==> config.mk <==
export PLATFORM = sky130hd
export DESIGN_NAME = pipe_stage_elastic
export DESIGN_NICKNAME = d
export VERILOG_FILES = /design/src/rtl/pipe_stage_elastic.sv
export SDC_FILE = /design/constraint.sdc
export NUM_CORES = 1
export LEC_CHECK = 0
export CAP_MARGIN = 40
export CELL_PAD_IN_SITES_DETAIL_PLACEMENT = 1
export CELL_PAD_IN_SITES_GLOBAL_PLACEMENT = 2
export CORE_ASPECT_RATIO = 0.75
export CORE_MARGIN = 4
export CORE_UTILIZATION = 32
export CTS_BUF_LIST = sky130_fd_sc_hd__clkbuf_8
export DETAILED_ROUTE_END_ITERATION = 10
export GPL_ROUTABILITY_DRIVEN = 0
export PLACE_DENSITY_LB_ADDON = 0.1
export SLEW_MARGIN = 20
export SYNTH_ARGS = -nofsm -noshare
export SYNTH_HDL_FRONTEND = slang
export SYNTH_SLANG_ARGS = --single-unit
==> constraint.sdc <==
create_clock -name clk -period 2.1 [get_ports clk]
set_input_delay 0.21 -clock clk [delete_from_list [all_inputs] [get_ports clk]]
set_output_delay 0.21 -clock clk [all_outputs]
set_load 0.02 [all_outputs]
==> src/rtl/pipe_stage_elastic.sv <==
// Elastic pipeline-stage register: NUM_CH packed channels, valid/ready handshake,
// 2-entry skid buffer, synchronous flush, and NOP bubble when empty.
module pipe_stage_elastic #(
    parameter int                DATA_W    = 32,
    parameter int                NUM_CH    = 4,
    parameter int                INSTR_CH  = 3,
    parameter logic [DATA_W-1:0] NOP_INSTR = DATA_W'(32'h0000_0013)
) (
    input  logic                     clk,
    input  logic                     rst,
    input  logic                     flush,
    input  logic                     in_valid,
    output logic                     in_ready,
    input  logic [NUM_CH*DATA_W-1:0] in_data,
    output logic                     out_valid,
    input  logic                     out_ready,
    output logic [NUM_CH*DATA_W-1:0] out_data,
    output logic [1:0]               occupancy
);

    localparam int W = NUM_CH * DATA_W;

    typedef enum logic [1:0] {
        EMPTY = 2'd0,
        ONE   = 2'd1,
        TWO   = 2'd2
    } state_t;

    state_t         state_reg, state_next;
    logic [W-1:0]   main_reg, main_next;
    logic [W-1:0]   skid_reg, skid_next;
    logic [W-1:0]   bubble;
    logic           in_fire;
    logic           out_fire;

    // Bubble is all-zero except the instruction channel, which carries a NOP.
    generate
        for (genvar gi = 0; gi < NUM_CH; gi++) begin : g_bubble
            if (gi == INSTR_CH) begin : g_nop
                assign bubble[gi*DATA_W +: DATA_W] = NOP_INSTR;
            end else begin : g_zero
                assign bubble[gi*DATA_W +: DATA_W] = '0;
            end
        end
    endgenerate

    // in_ready depends only on stored state and rst, never on out_ready.
    assign in_ready  = (state_reg != TWO) & ~rst;
    assign out_valid = (state_reg != EMPTY);
    assign out_data  = main_reg;
    assign occupancy = state_reg;

    assign in_fire  = in_valid & in_ready;
    assign out_fire = out_valid & out_ready;

    always_comb begin
        state_next = state_reg;
        main_next  = main_reg;
        skid_next  = skid_reg;
        if (flush) begin
            state_next = EMPTY;
            main_next  = bubble;
            skid_next  = bubble;
        end else begin
            case (state_reg)
                EMPTY: begin
                    if (in_fire) begin
                        state_next = ONE;
                        main_next  = in_data;
                    end
                end
                ONE: begin
                    if (in_fire && out_fire) begin
                        main_next = in_data;
                    end else if (in_fire) begin
                        state_next = TWO;
                        skid_next  = in_data;
                    end else if (out_fire) begin
                        state_next = EMPTY;
                        main_next  = bubble;
                    end
                end
                TWO: begin
                    if (out_fire) begin
                        state_next = ONE;
                        main_next  = skid_reg;
                        skid_next  = bubble;
                    end
                end
                default: begin
                    state_next = EMPTY;
                    main_next  = bubble;
                    skid_next  = bubble;
                end
            endcase
        end
    end

    always_ff @(posedge clk) begin
        if (rst) begin
            state_reg <= EMPTY;
            main_reg  <= bubble;
            skid_reg  <= bubble;
        end else begin
            state_reg <= state_next;
            main_reg  <= main_next;
            skid_reg  <= skid_next;
        end
    end

endmodule

# After elaboration in Yosys (flattened, before gate mapping)
# Cells that the tools add are included.
totals:
  ff_bits: 258
  input_bits: 133
  out_inout_bits: 132
  word_cells: 39
classes:
  n_eq_ne: 10
  n_mux: 14
  n_bitwise: 5
  n_reduce_logical: 7
op_table:
  columns: ["operator", "count"]
  rows:
  - ["two-way mux 128 bit", 6]
  - ["case mux 128 bit (3 select lines)", 2]
  - ["AND reduction 4 bit", 3]
  - ["two-way mux 2 bit", 5]
  - ["inequality test 2 bit (second input constant)", 5]
  - ["inequality test 3 bit (second input constant)", 3]
  - ["case mux 2 bit (3 select lines)", 1]
  - ["bitwise AND 1 bit", 3]
  - ["equality test 2 x 1 -> 1 bit (second input constant)", 1]
  - ["equality test 2 bit (second input constant)", 1]
  - ["logical NOT 2 bit", 1]
  - ["NOT 1 bit", 2]
  - ["nonzero test 2 bit", 1]
  - ["OR reduction 2 bit", 1]
  - ["logical AND 1 bit", 1]

# Depth between registers and ports, before layout
depth:
  word_depth: 6
  depth_mapped: 8
  mapped_depth_nobuf: 4

# Least setup slack after synthesis
# OpenSTA, ideal clock, no wires.
synth_path:
  path_kind: "register -> register"
  startpoint: "register state_reg[1], in the netlist occupancy[1]"
  endpoint: "register main_reg[43], in the netlist out_data[43]"
  setup_ns: 0.128
  t_arrival_ns: 1.731
  required_ns: 1.972
  slack_ns: 0.241
  path_stages_with_launch: 9
  n_path_buf: 4
  period_less_slack_ns: 1.859
  path_cell_list: "dfxtp_1 -> buf_2 -> buf_4 -> buf_2 -> buf_2 -> mux2i_1 -> o2bb2ai_1 -> a22oi_1 -> nor2_1"
synth_via:
  elab_chain_len: 6
  word_cells_on_any_way: 16
  cone_classes: "eq/ne (7); mux (2); bitwise (3); reduce/logical (4)"
synth_rtl:
  columns: ["item", "line_no", "source"]
  rows:
  - ["from (decl)", "29", "state_t state_reg, state_next;"]
  - ["from (signal assigned)", "105", "state_reg <= state_next;"]
  - ["inequality test 2 bit", "48", "assign in_ready = (state_reg != TWO) & ~rst;"]
  - ["bitwise AND 1 bit", "48", null]
  - ["bitwise AND 1 bit", "53", "assign in_fire = in_valid & in_ready;"]
  - ["logical AND 1 bit", "73", "if (in_fire && out_fire) begin"]
  - ["inequality test 3 bit (no source line) or two-way mux 128 bit (tied branches)", null, null]
  - ["AND reduction 4 bit (no source line) or case mux 128 bit (3 select lines) (tied branches)", null, null]
  - ["to (signal assigned)", "102", "main_reg <= bubble;"]
  - ["to (signal assigned)", "106", "main_reg <= main_next;"]
  - ["to (decl)", "30", "logic [W-1:0] main_reg, main_next;"]
# Parallel ways exist; a longest one is shown, timed or not.
# A chain may end at the register's enable or synchronous reset.

# Worst setup path in the final report
layout_path:
  startpoint: "register state_reg[1], in the netlist occupancy[1]"
  endpoint: "output port in_ready"
layout_via:
  elab_chain_len: 2
layout_rtl:
  columns: ["item", "line_no", "source"]
  rows:
  - ["inequality test 2 bit", "48", null]
  - ["bitwise AND 1 bit", "48", null]
  - ["to (decl)", "13", "output logic in_ready,"]
# No other way between the ends.

==> PnR_summary.wiki <==
{| class="wikitable"
! Metric !! Value
|-
| Largest net degree at the start of global routing || 94
|-
| Cell area after technology mapping || 0.01237 mm2
|-
| R2R depth || 5
|-
| CTS max path bufs || 3
|-
| Met1 capacity usage during global routing || 26.81%
|-
| CTS tree || yes
|-
| Floorplan die height || 178.3 um
|-
| Most used routing layer || met2
|-
| Number of top-level pins || 265
|-
| Post-placement cell count || 2030
|-
| Area Growth Syn to Fin || 37.12%
|-
| Total power divided by cell area || 676.0 mW/mm2
|-
| RSZ-0062 raised after global routing || false
|-
| Number of placement rows || 62
|-
| Number of buffers created by CTS || 47
|-
| Max-slew violation count || 0
|-
| Layout Cell Area excl Fill || 0.01696 mm2
|-
| Post-DR wirelength/cell || 19.75 um
|-
| Endpoint of the most critical setup path || in_ready
|-
| Root buffer selected by CTS || sky130_fd_sc_hd__clkbuf_8
|-
| Post-synth cell types || 27
|-
| Synth Net Count || 1449
|-
| Min-Delay Path Class || in2reg
|-
| # clock sinks || 258
|-
| Register bit count reported by yosys || 258
|-
| Commonest cells after routing, fill and taps aside || 261 x sky130_fd_sc_hd__nor2_1, 260 x sky130_fd_sc_hd__clkdlybuf4s50_1, 256 x sky130_fd_sc_hd__dfxtp_1, 254 x sky130_fd_sc_hd__mux2i_1
|-
| Via count || 10820
|-
| Number of global-route vias before repair || 11320
|-
| Leading cell type in the layout, fill and taps excluded || sky130_fd_sc_hd__nor2_1
|-
| Final worst path period need || 1.921 ns
|-
| FMAX || 0.5206 GHz
|-
| Total Die Area || 0.04189 mm2
|-
| Worst Path Max Fanout || 12
|-
| Final Skew || 0.01875 ns
|-
| Worst slew margin relative to its limit || 65.60%
|-
| Final std cells w/o fill || 2113
|-
| Global-route congestion overflow total || 0
|-
| Setup violation total in the final timing report || 0
|-
| Post-DR vias/cell || 5.123
|-
| Worst-Margin Slew || 0.5141 ns
|-
| Status || finished clean
|-
| Final worst path period share || 91.47%
|-
| Starting density of the core || 32.34%
|-
| Area taken by multi-input logic gates || 0.006621 mm2
|-
| CORE AREA || 0.03824 mm2
|-
| IO buf count || 264
|-
| Required time of the critical path || 1.89 ns
|-
| Global-route total usage across every layer || 19.24%
|-
| DRC || 0
|-
| Detailed-router iteration count before antenna repair || 4
|-
| Type of the setup path with the least slack || reg2out
|-
| Instance area at placement || 0.01603 mm2
|-
| Final core area utilization || 44.34%
|-
| Largest voltage drop on the vdd net || 0.4269 mV
|-
| Setup slack on the worst flop-to-flop path || 0.28 ns
|-
| Sequential cell area || 0.005172 mm2
|-
| Reg clk slew, reported paths || 0.06 ns
|-
| Start point of the critical path || occupancy[1]
|-
| Crit path launch type || flop
|-
| Max Cap Viol || 0
|-
| Wire length of the first global-routing pass || 65440 um
|-
| Syn. warnings || 0
|-
| Endpoint of the most critical register-to-register path || out_data[96]
|-
| Initial antenna violation count || 1
|-
| Final net count || 1701
|-
| Synthesized area per cell || 9.398 um2
|-
| Met2 track demand over resource in global routing || 31.12%
|-
| Final WL || 41740 um
|-
| CP endpoint kind || output pin
|-
| Register area share after synthesis || 41.76%
|-
| Leak Pwr || 5.642 nW
|-
| Endpoint arrival time on the critical path || 1.71 ns
|-
| Fill cells || 4306
|-
| Insertion delay to the later sink of the worst-skew pair || 0.56 ns
|-
| H-tree levels || 2
|-
| Met3 global-route usage || 3.849%
|-
| R2R Path Start || occupancy[0]
|-
| Number of nets still failing antenna checks after routing || 0
|-
| Starting DRT DRC Count || 405
|-
| Share of post-route cells with drive strength above 1 || 9.063%
|-
| DP HPWL || 26850 um
|-
| Hold Vio Cnt, Final || 0
|-
| Number of cells produced by synthesis || 1316
|-
| Horizontal die dimension || 235.0 um
|}
-- synth_stat cells --
cell type / n / area [um2]
sky130_fd_sc_hd__buf_4: 8 / 60.06
sky130_fd_sc_hd__o21ai_1: 1 / 5.000
sky130_fd_sc_hd__nor2b_1: 5 / 31.28
sky130_fd_sc_hd__or2_2: 2 / 12.51
sky130_fd_sc_hd__o21ai_0: 2 / 10.01
sky130_fd_sc_hd__buf_2: 32 / 160.2
sky130_fd_sc_hd__a22oi_1: 125 / 938.4
sky130_fd_sc_hd__nand2b_1: 3 / 18.77
sky130_fd_sc_hd__nor3_1: 4 / 20.02
sky130_fd_sc_hd__a21oi_1: 6 / 30.03
sky130_fd_sc_hd__dfxtp_1: 258 / 5165
sky130_fd_sc_hd__and2_1: 125 / 782.0
sky130_fd_sc_hd__mux2i_1: 254 / 2542
sky130_fd_sc_hd__or3b_1: 1 / 8.760
sky130_fd_sc_hd__a22o_1: 1 / 8.760
sky130_fd_sc_hd__nand2_1: 5 / 18.77
sky130_fd_sc_hd__o2bb2ai_1: 125 / 1095
sky130_fd_sc_hd__nor2_1: 261 / 979.7
sky130_fd_sc_hd__o211ai_2: 1 / 12.51
sky130_fd_sc_hd__nor3b_1: 1 / 7.510
sky130_fd_sc_hd__buf_1: 4 / 15.01
sky130_fd_sc_hd__o21a_1: 2 / 15.01
sky130_fd_sc_hd__nand3b_1: 2 / 15.01
sky130_fd_sc_hd__clkbuf_1: 76 / 285.3
sky130_fd_sc_hd__nor4bb_1: 1 / 10.01
sky130_fd_sc_hd__o22a_1: 1 / 8.760
sky130_fd_sc_hd__buf_6: 10 / 112.6
-- layout make-up --
type,instances,area share [%]
tap,512,3.777
timing repair buffer,333,21.28
antenna,1,0.01476
clock buffer,60,4.869
sequential,258,30.50
multi-input combinational,928,39.04
clock inverter,21,0.5165
-- layer usage --
layer | vias up | wire length (um)
met2 | 204 | 18960
met4 | 2 | 607
met1 | 5366 | 20380
met3 | 50 | 1779
met5 | - | 11
li1 | 5202 | -
-- cell families (layout without fill, tap and decap cells) --
logic type	Yosys count	count (layout)	synth area share, %
flops	258	258	41.76
simple gates	410	410	15.40
compound gates	264	264	17.17
other cells	0	1	0
mux	254	254	20.56
buf+inv	130	414	5.119
-- how the worst min path moves through the flow --
stage	from	end	cells past startpoint
2_1_floorplan	flush	skid_reg[100]	2
3_3_place_gp	skid_reg[97]	skid_reg[97]	2
3_5_place_dp	skid_reg[97]	skid_reg[97]	2
4_1_cts	out_ready	occupancy[1]	2
5_1_grt	out_ready	occupancy[1]	2
6_report	out_ready	occupancy[1]	2
-- per-stage QoR --
step	setup WS [ns]	power, mW	hold slack, ns	TNS [ns]
6_report	0.1792	11.46	0.2986	0
5_1_grt	0.05577	12.04	0.2837	0
4_1_cts	0.1250	11.69	0.2501	0
3_5_place_dp	-0.06096	6.872	0.4685	-1.033
3_3_place_gp	-0.02083	6.850	0.4562	-0.05261
2_1_floorplan	0.2412	6.003	0.3569	0
-- power breakdown --
group          switching (mW)  total [mW]  internal, mW
Clock                    2.17        4.71          2.55
Combinational           0.905        1.72         0.817
Sequential             0.0570        5.03          4.97
Total                    3.13        11.5          8.33
-- critical path, cell delays in order, from the launching register on --
cell,delay (ns)
sky130_fd_sc_hd__dfxtp_4,0.50
sky130_fd_sc_hd__nor2b_1,0.22
sky130_fd_sc_hd__nor2_1,0.09
sky130_fd_sc_hd__dlygate4sd2_1,0.33
-- repair_timing --
item / CTS / global route
setup buffers: 1 / 0
hold buffers: 0 / 0
endpoints found under the setup margin: 4 / 0
resized for setup: 6 / 0
Note: power is estimated with default switching activity, not from simulation.
